--- config.mk ---
export PLATFORM = sky130hd
export DESIGN_NAME = motion_update_broadcast_arbiter
export DESIGN_NICKNAME = d
export VERILOG_FILES = /design/src/rtl/motion_update_broadcast_arbiter.sv
export SDC_FILE = /design/constraint.sdc
export NUM_CORES = 1
export LEC_CHECK = 0
export BUFFER_PORTS_ARGS = -buffer_cell sky130_fd_sc_hd__buf_2
export CORE_AREA = 2 2 222 224
export CTS_CLUSTER_SIZE = 30
export DETAILED_ROUTE_END_ITERATION = 7
export DIE_AREA = 0 0 224 226
export GPL_TIMING_DRIVEN = 0
export SETUP_SLACK_MARGIN = 0.15
export SLEW_MARGIN = 15
export SYNTH_ARGS = -nofsm -noshare
export SYNTH_HDL_FRONTEND = slang
export SYNTH_SLANG_ARGS = --single-unit
export TNS_END_PERCENT = 100
--- constraint.sdc ---
create_clock -name clk -period 8.1 [get_ports clk]
set_input_delay 0.405 -clock clk [delete_from_list [all_inputs] [get_ports clk]]
set_output_delay 0.405 -clock clk [all_outputs]
set_load 0.05 [all_outputs]
--- src/rtl/motion_update_broadcast_arbiter.sv ---
// Round-robin arbiter sharing one broadcast bus between NUM_REQ motion-update pipelines,
// sequencing IDLE/BROADCAST/DRAIN/GUARD/DONE. Optional watchdog: define MU_ARB_TIMEOUT_EN.
module motion_update_broadcast_arbiter #(
  parameter int DATA_WIDTH     = 32,
  parameter int CELL_ID_WIDTH  = 4,
  parameter int NUM_REQ        = 4,
  parameter int GUARD_CYCLES   = 3,
  parameter int COUNT_WIDTH    = 16,
  parameter int TIMEOUT_CYCLES = 1024
) (
  input  logic                                 clk,
  input  logic                                 rst,
  input  logic                                 in_start,
  input  logic [NUM_REQ-1:0]                   in_req_valid,
  input  logic [NUM_REQ*3*DATA_WIDTH-1:0]      in_req_data,
  input  logic [NUM_REQ*3*CELL_ID_WIDTH-1:0]   in_req_dst_cell,
  input  logic [NUM_REQ-1:0]                   in_req_done,
  output logic [NUM_REQ-1:0]                   out_req_ready,
  output logic                                 out_motion_update_enable,
  output logic [3*DATA_WIDTH-1:0]              out_data,
  output logic [3*CELL_ID_WIDTH-1:0]           out_data_dst_cell,
  output logic                                 out_data_valid,
  output logic                                 out_busy,
  output logic                                 out_done,
  output logic [COUNT_WIDTH-1:0]               out_beat_count
`ifdef MU_ARB_TIMEOUT_EN
  ,
  output logic                                 out_timeout
`endif
);

  localparam int PTR_W = (NUM_REQ > 1) ? $clog2(NUM_REQ) : 1;
  localparam int GW    = $clog2(GUARD_CYCLES + 1);
  localparam int BW    = 3 * DATA_WIDTH;
  localparam int CW    = 3 * CELL_ID_WIDTH;

  if (NUM_REQ < 2 || GUARD_CYCLES < 2 || TIMEOUT_CYCLES < 2) begin : g_bad_params
    $error("motion_update_broadcast_arbiter: NUM_REQ, GUARD_CYCLES and TIMEOUT_CYCLES must be >= 2");
  end

  typedef enum logic [2:0] {IDLE, BROADCAST, DRAIN, GUARD, DONE} state_t;

  state_t                 state_q, state_d;
  logic [PTR_W-1:0]       ptr_q;
  logic [NUM_REQ-1:0]     done_flags_q;
  logic [GW-1:0]          guard_cnt_q;
  logic [COUNT_WIDTH-1:0] beat_count_q;
  logic                   enable_q, busy_q, done_q;
  logic                   enable_d, busy_d, done_d;
  logic [NUM_REQ-1:0]     grant;
  logic [PTR_W-1:0]       grant_idx;
  logic [PTR_W:0]         cand;
  logic                   found;
  logic                   handshake;
  logic                   all_done;
  logic                   timeout_hit;
  logic [BW-1:0]          sel_data;
  logic [CW-1:0]          sel_dst;
  logic [BW-1:0]          data_p1;
  logic [CW-1:0]          dst_p1;
  logic                   vld_p1;

  function automatic logic [COUNT_WIDTH-1:0] sat_inc(input logic [COUNT_WIDTH-1:0] v);
    return (&v) ? v : v + COUNT_WIDTH'(1);
  endfunction

  // First valid requester at or after the pointer, wrapping modulo NUM_REQ.
  always_comb begin
    grant     = '0;
    grant_idx = '0;
    found     = 1'b0;
    cand      = '0;
    if (state_q == BROADCAST) begin
      for (int k = 0; k < NUM_REQ; k++) begin
        cand = {1'b0, ptr_q} + (PTR_W+1)'(k);
        if (cand >= (PTR_W+1)'(NUM_REQ)) cand = cand - (PTR_W+1)'(NUM_REQ);
        if (!found && in_req_valid[cand[PTR_W-1:0]]) begin
          found                   = 1'b1;
          grant_idx               = cand[PTR_W-1:0];
          grant[cand[PTR_W-1:0]]  = 1'b1;
        end
      end
    end
  end

  assign out_req_ready = grant;
  assign handshake     = |(grant & in_req_valid);
  assign all_done      = &(done_flags_q | in_req_done);

  always_comb begin
    sel_data = '0;
    sel_dst  = '0;
    for (int i = 0; i < NUM_REQ; i++) begin
      if (grant[i]) begin
        sel_data = in_req_data[i*BW +: BW];
        sel_dst  = in_req_dst_cell[i*CW +: CW];
      end
    end
  end

  always_comb begin
    state_d = state_q;
    case (state_q)
      IDLE:      if (in_start) state_d = BROADCAST;
      BROADCAST: if ((all_done && !(|in_req_valid)) || timeout_hit) state_d = DRAIN;
      DRAIN:     state_d = GUARD;
      GUARD:     if (guard_cnt_q == GW'(GUARD_CYCLES - 1)) state_d = DONE;
      DONE:      state_d = IDLE;
      default:   state_d = IDLE;
    endcase
  end

  always_comb begin
    enable_d = (state_d == BROADCAST) || (state_d == DRAIN);
    busy_d   = (state_d != IDLE);
    done_d   = (state_d == DONE);
  end

  // Stage p1: registered control and the broadcast beat one cycle after its handshake.
  always_ff @(posedge clk) begin
    if (rst) begin
      state_q      <= IDLE;
      ptr_q        <= '0;
      done_flags_q <= '0;
      guard_cnt_q  <= '0;
      beat_count_q <= '0;
      enable_q     <= 1'b0;
      busy_q       <= 1'b0;
      done_q       <= 1'b0;
      vld_p1       <= 1'b0;
      data_p1      <= '0;
      dst_p1       <= '0;
    end else begin
      state_q  <= state_d;
      enable_q <= enable_d;
      busy_q   <= busy_d;
      done_q   <= done_d;
      vld_p1   <= handshake;
      data_p1  <= handshake ? sel_data : '0;
      dst_p1   <= handshake ? sel_dst  : '0;
      guard_cnt_q <= (state_q == GUARD) ? guard_cnt_q + GW'(1) : '0;
      if (state_q == IDLE && in_start) begin
        done_flags_q <= '0;
        beat_count_q <= '0;
      end else if (state_q == BROADCAST) begin
        done_flags_q <= done_flags_q | in_req_done;
        if (handshake) begin
          ptr_q        <= (grant_idx == PTR_W'(NUM_REQ - 1)) ? '0 : grant_idx + PTR_W'(1);
          beat_count_q <= sat_inc(beat_count_q);
        end
      end
    end
  end

`ifdef MU_ARB_TIMEOUT_EN
  localparam int TW = $clog2(TIMEOUT_CYCLES + 1);
  logic [TW-1:0] idle_cnt_q;
  logic          timeout_q;

  // idle_cnt_q holds the number of cycles elapsed since the last handshake (or pass start).
  assign timeout_hit = (state_q == BROADCAST) && !handshake &&
                       (idle_cnt_q == TW'(TIMEOUT_CYCLES - 1));

  always_ff @(posedge clk) begin
    if (rst) begin
      idle_cnt_q <= '0;
      timeout_q  <= 1'b0;
    end else if (state_q == IDLE && in_start) begin
      idle_cnt_q <= '0;
      timeout_q  <= 1'b0;
    end else if (state_q == BROADCAST) begin
      idle_cnt_q <= handshake ? TW'(1) : idle_cnt_q + TW'(1);
      if (timeout_hit) timeout_q <= 1'b1;
    end
  end

  assign out_timeout = timeout_q;
`else
  assign timeout_hit = 1'b0;
`endif

  assign out_motion_update_enable = enable_q;
  assign out_busy                 = busy_q;
  assign out_done                 = done_q;
  assign out_beat_count           = beat_count_q;
  assign out_data                 = data_p1;
  assign out_data_dst_cell        = dst_p1;
  assign out_data_valid           = vld_p1;

endmodule

* Yosys cells after proc, flatten, opt, wreduce, memory -nomap -nowiden
Cells that the tools add are included.
Widths: inputs -> output; s select.
** Cells by class
- Bitwise operators :: 9
- Add/sub/neg operators :: 10
- Reduce and logical (&&, ||, !) cells :: 25
- Multiplexer cells :: 56
- Magnitude comparators :: 12
- Equality and inequality tests :: 8
** Operator list (count)
- $mux 96 :: 4
- $mux 12 :: 4
- $mux 4 :: 8
- $mux 2 :: 14
- $add 16x1->16 const B :: 1
- $or 4x4->4 :: 4
- $reduce_and 16->1 :: 1
- $mux 1 :: 14
- $lt 2x3->1 const B :: 4
- $pmux 3 s4 :: 1
- $eq 3x2->1 const B :: 3
- $ge 3x3->1 const B :: 3
- $logic_and 1x1->1 :: 9
- $mux 3 :: 3
- $bmux 1 s2 :: 4
- $demux 1 s2 :: 4
- $ge 2x1->1 const B :: 4
- $reduce_or 4->1 :: 2
- $sub 2x1->2 const B :: 4
- $add 2x2->3 const B :: 2
- $eq 3x1->1 const B :: 2
- $reduce_and 3->1 :: 2
- $reduce_or 2->1 :: 3
- $add 2x1->2 const B :: 2
- 11 further kinds :: 18
** Storage, ports and cells
- Register bits :: 139
- Input bits :: 443
- Output and inout port bits :: 132

* Longest topological paths before layout
- Depth after elaboration :: 23
- Depth in mapped cells :: 14
- Gate-level depth less buffers :: 10

* Worst setup path before layout
No wires, ideal clock.
- Path type :: reg-to-output
- Start point :: register ptr_q[0]
- End point :: output port out_req_ready[3]
- Stages on the path, launching flop included :: 11
- Data arrival time :: 3337 ps
- Setup slack :: 4358 ps
- Path through :: dfxtp_1 > buf_2 > inv_1 > ha_1 > clkbuf_1 > mux4_2 > or4b_1 > nand2_1 > a32oi_2 > inv_2 > clkbuf_1
** Between the ends
- Word-level cells in the longest chain between the ends :: 19
** Ends and longest elaborated chain
- start: declaration :: line 44 : logic [PTR_W-1:0] ptr_q;
- start signal: assignment :: line 148 : ptr_q <= (grant_idx == PTR_W'(NUM_REQ - 1)) ? '0 : grant_idx + PTR_W'(1);
- parallel branches: the longest is 17 deep, another holds $add 2x1->3
- $mux 4 * :: line 77 : if (!found && in_req_valid[cand[PTR_W-1:0]]) begin
- $mux 4 * :: line 73 : if (state_q == BROADCAST) begin
- end: declaration :: line 18 : output logic [NUM_REQ-1:0] out_req_ready,
Every way passes the cells marked *. The select of a mux whose other input is x is not followed.

* Worst setup path after layout
Same ends and word-level chain as after synthesis.

==> reports/results.md <==
| Result | Reported |
|:---|:---|
| Result of the run | complete, no violations |
| Die Width | 224 microns |
| Most frequently used flop master after synthesis | sky130_fd_sc_hd__dfxtp_1 |
| Setup-failing EPs final | 0 |
| Clock Pin Slew Worst Setup and Hold Paths | 0.06 ns |
| Nature of the critical path startpoint | flip-flop |
| Routed via count divided by cell count | 4.79 |
| Clock period minus worst slack | 5.49 ns |
| Final worst slack | 2.61 ns |
| Hold buffer count at CTS | 0 |
| Register area | 0.00278 sq mm |
| Share of post-route cells with drive strength above 1 | 45.4% |
| Dpl cell area | 0.0112 sq mm |
| Final count of pins violating max slew | 0 |
| Worst reg-to-reg setup slack | 2.78 ns |
| Average detailed-routed wire length per instance | 21.7 microns |
| Worst setup slack after placement | 2.63 ns |
| Total global routing track utilization | 17.2% |
| Post-Syn Instances | 871 |
| Starting density of the core | 15.5% |
| Worst path required time | 7.70 ns |
| CTS-repair resized insts | 0 |
| Chip Height | 226 microns |
| Skew-Pair Late Insertion Delay | 0.47 ns |
| Worst IR Drop VDD | 0.144 mV |
| Synth async-reset ratio | 0% |
| Leakage power | 5.38 nW |
| Number of DRC markers after the initial detailed-route iteration | 647 |
| Worst slew margin | 38.1% |
| Setup repair after global routing missed its margin | false |
| Pwr dens | 319 mW/mm^2 |
| Worst min-delay path class | in2reg |
| Final hold violations | 0 |
| Number of top-level design ports | 575 |
| Number of global-route vias before repair | 9766 |
| Inserted Clock Buffers | 17 |
| Crit Path Max Fanout | 10 |
| Weighted congestion reported at the end of routability-driven placement | 0.937 |
| Synthesized net count | 1323 |
| Average cell area after synthesis | 8.60 sq um |
| Start-to-end type of the worst setup path | reg2out |
| Top-count cell post-synth | sky130_fd_sc_hd__dfxtp_1 |
| Antenna-violating nets left | 0 |
| Clock tree skew after final layout | 0.0122 ns |
| Area of the multi-input gates | 0.00422 sq mm |
| Buffer levels on the longest clock path | 2 |
| Largest net degree at the start of global routing | 17 |
| Wire length of the first global-routing pass | 62.8 mm |
| First-pass iteration count of the detailed router | 5 |
| Share of the clock period used by the worst path | 67.8% |
| Number of warnings issued by yosys | 0 |
| Level count of the clock H-tree | 4 |
| Overflow left after global routing | 0 |
| Count of flip-flops with a built-in enable after synthesis | 0 |
| Final HPWL DP | 37.2 mm |
| Number of vias in the routed layout | 10100 |
| Leading cell types by total area after synthesis | sky130_fd_sc_hd__dfxtp_1 37%, sky130_fd_sc_hd__a2bb2oi_1 13%, sky130_fd_sc_hd__a221oi_1 12%, sky130_fd_sc_hd__o21ai_0 7.8%, sky130_fd_sc_hd__nor2_1 6.4% |
| Timing-limited maximum frequency | 0.182 GHz |
| Crit path DAT | 5.08 ns |
| Cell chosen for the clock root | sky130_fd_sc_hd__clkbuf_16 |
| Filler Cells Inserted | 5369 |
| Count of unique library cells instantiated by Yosys | 62 |
| TNS Setup | 0 ns |
| Layout overhead on the synthesized area | 56.9% |
| Flop and latch count out of synthesis | 139 |
| Total Nets Final | 1917 |
| Area of the mapped netlist | 0.00749 sq mm |
| IO Port Bufs | 573 |
| Setup crit end kind | primary output |
| Wirelength, routed | 45.6 mm |
| Max capacitance violation total | 0 |
| Final Cell Area | 0.0118 sq mm |
| Total core area | 0.0483 sq mm |
| Die ar. | 0.0506 sq mm |
| Library cell occupying the most area in the post-synthesis netlist | sky130_fd_sc_hd__dfxtp_1 |
| CTS tree | done |
| Residual DRC count | 0 |
| Leading post-synthesis cells by instance count | 139 x sky130_fd_sc_hd__dfxtp_1, 128 x sky130_fd_sc_hd__nor2_1, 117 x sky130_fd_sc_hd__o21ai_0, 108 x sky130_fd_sc_hd__a2bb2oi_1, 99 x sky130_fd_sc_hd__a221oi_1 |
| Initial antenna violation count | 6 |
| Sequential area share after synthesis | 37.1% |
| Transition time at the pin with the least slew margin | 0.929 ns |
| Number of buffers added for setup after CTS | 0 |
| Standard-cell rows | 81 |
| Sink count of the clock tree | 139 |
| Share of Yosys cell area claimed by the top area cell type | 37.1% |
==> cell type report <==
type / instances / area share (%)
Clock inverter: 11 / 0.926
Inverter: 13 / 0.415
Multi-Input combinational cell: 626 / 35.9
Tap cell: 622 / 6.62
Buffer: 93 / 3.75
Sequential cell: 139 / 23.7
Antenna cell: 4 / 0.0852
Clock buffer: 21 / 4.00
Timing Repair Buffer: 575 / 24.6
==> layer usage <==
layer,up-vias,share of wire (%),global-route usage (%)
met5,-,0.064,0
met4,6,4.8,9.83
met3,106,9.6,6.32
met2,627,48,28.8
met1,4772,37,18.8
li1,4577,-,-
==> final timing paths <==
kind | from | end | depth (start not counted)
setup / recovery | ptr_q[0] | out_req_ready[3] | 12
hold / removal | in_req_data[330] | out_data[42] | 3
setup reg to reg | ptr_q[0] | out_data[15] | 12
hold reg to reg | guard_cnt_q[0] | guard_cnt_q[0] | 1
==> critical path: stages (launching register included) <==
cell and delay (ns):
sky130_fd_sc_hd__dfxtp_1 0.55, sky130_fd_sc_hd__buf_2 0.27, sky130_fd_sc_hd__inv_1 0.13, sky130_fd_sc_hd__ha_1 0.29
sky130_fd_sc_hd__clkbuf_1 0.35, sky130_fd_sc_hd__mux4_2 0.50, sky130_fd_sc_hd__or4b_1 0.56, sky130_fd_sc_hd__nand2_1 0.10
sky130_fd_sc_hd__a32oi_2 0.27, sky130_fd_sc_hd__buf_6 0.30, sky130_fd_sc_hd__inv_2 0.39, sky130_fd_sc_hd__clkbuf_1 0.48
sky130_fd_sc_hd__buf_2 0.38
==> registers in the layout, indices dropped and copies added, names as in the netlist, 2 cells and up <==
signal,flops
out_data,96
out_beat_count,16
out_data_dst_cell,12
done_flags_q,4
state_q,3
guard_cnt_q,2
ptr_q,2
==> power breakdown <==
part | total [W] | internal, W | switching (W)
sequential | 0.000802 | 0.000763 | 0.0000394
combinational | 0.00216 | 0.000801 | 0.00136
clock | 0.000790 | 0.000450 | 0.000341
total | 0.00375 | 0.00201 | 0.00174
==> placed cells by master, fill, tap and decap left out, drive strengths merged, types with 5 or more instances in the layout <==
master,instances
a2bb2oi,109
dfxtp,139
inv,17
o21ai,121
clkinv,5
nand2,18
nand4,6
or3,16
nor3,5
and3,5
a221oi,109
a21oi,27
nor2,128
nor3b,5
clkbuf,67
nand3,11
ha,9
buf,622
==> logic make-up (layout without fill, tap and decap cells) <==
group / after synthesis / after routing / share of synthesized area (%)
muxes: 3 / 3 / 0.902
other: 0 / 4 / 0
AOI/OAI and AO/OA: 398 / 398 / 40.4
and+or+nand+nor: 215 / 215 / 13.4
buffers and inverters: 106 / 713 / 6.53
xor gates and xnor gates: 1 / 1 / 0.117
DFF: 139 / 139 / 37.1
adders and majority gates: 9 / 9 / 1.50
==> stage by stage <==
step	power [W]	instances	hold WS [ns]	util (%)
after global placement	0.00292	2066	0.409	23.0
after global routing	0.00394	2102	0.141	24.3
after detailed placement	0.00296	2068	0.420	23.1
final	0.00375	2104	0.168	24.3
after floorplan	0.00224	871	0.392	-
after CTS	0.00377	2100	0.128	24.3
(Power assumes the default switching activity.)
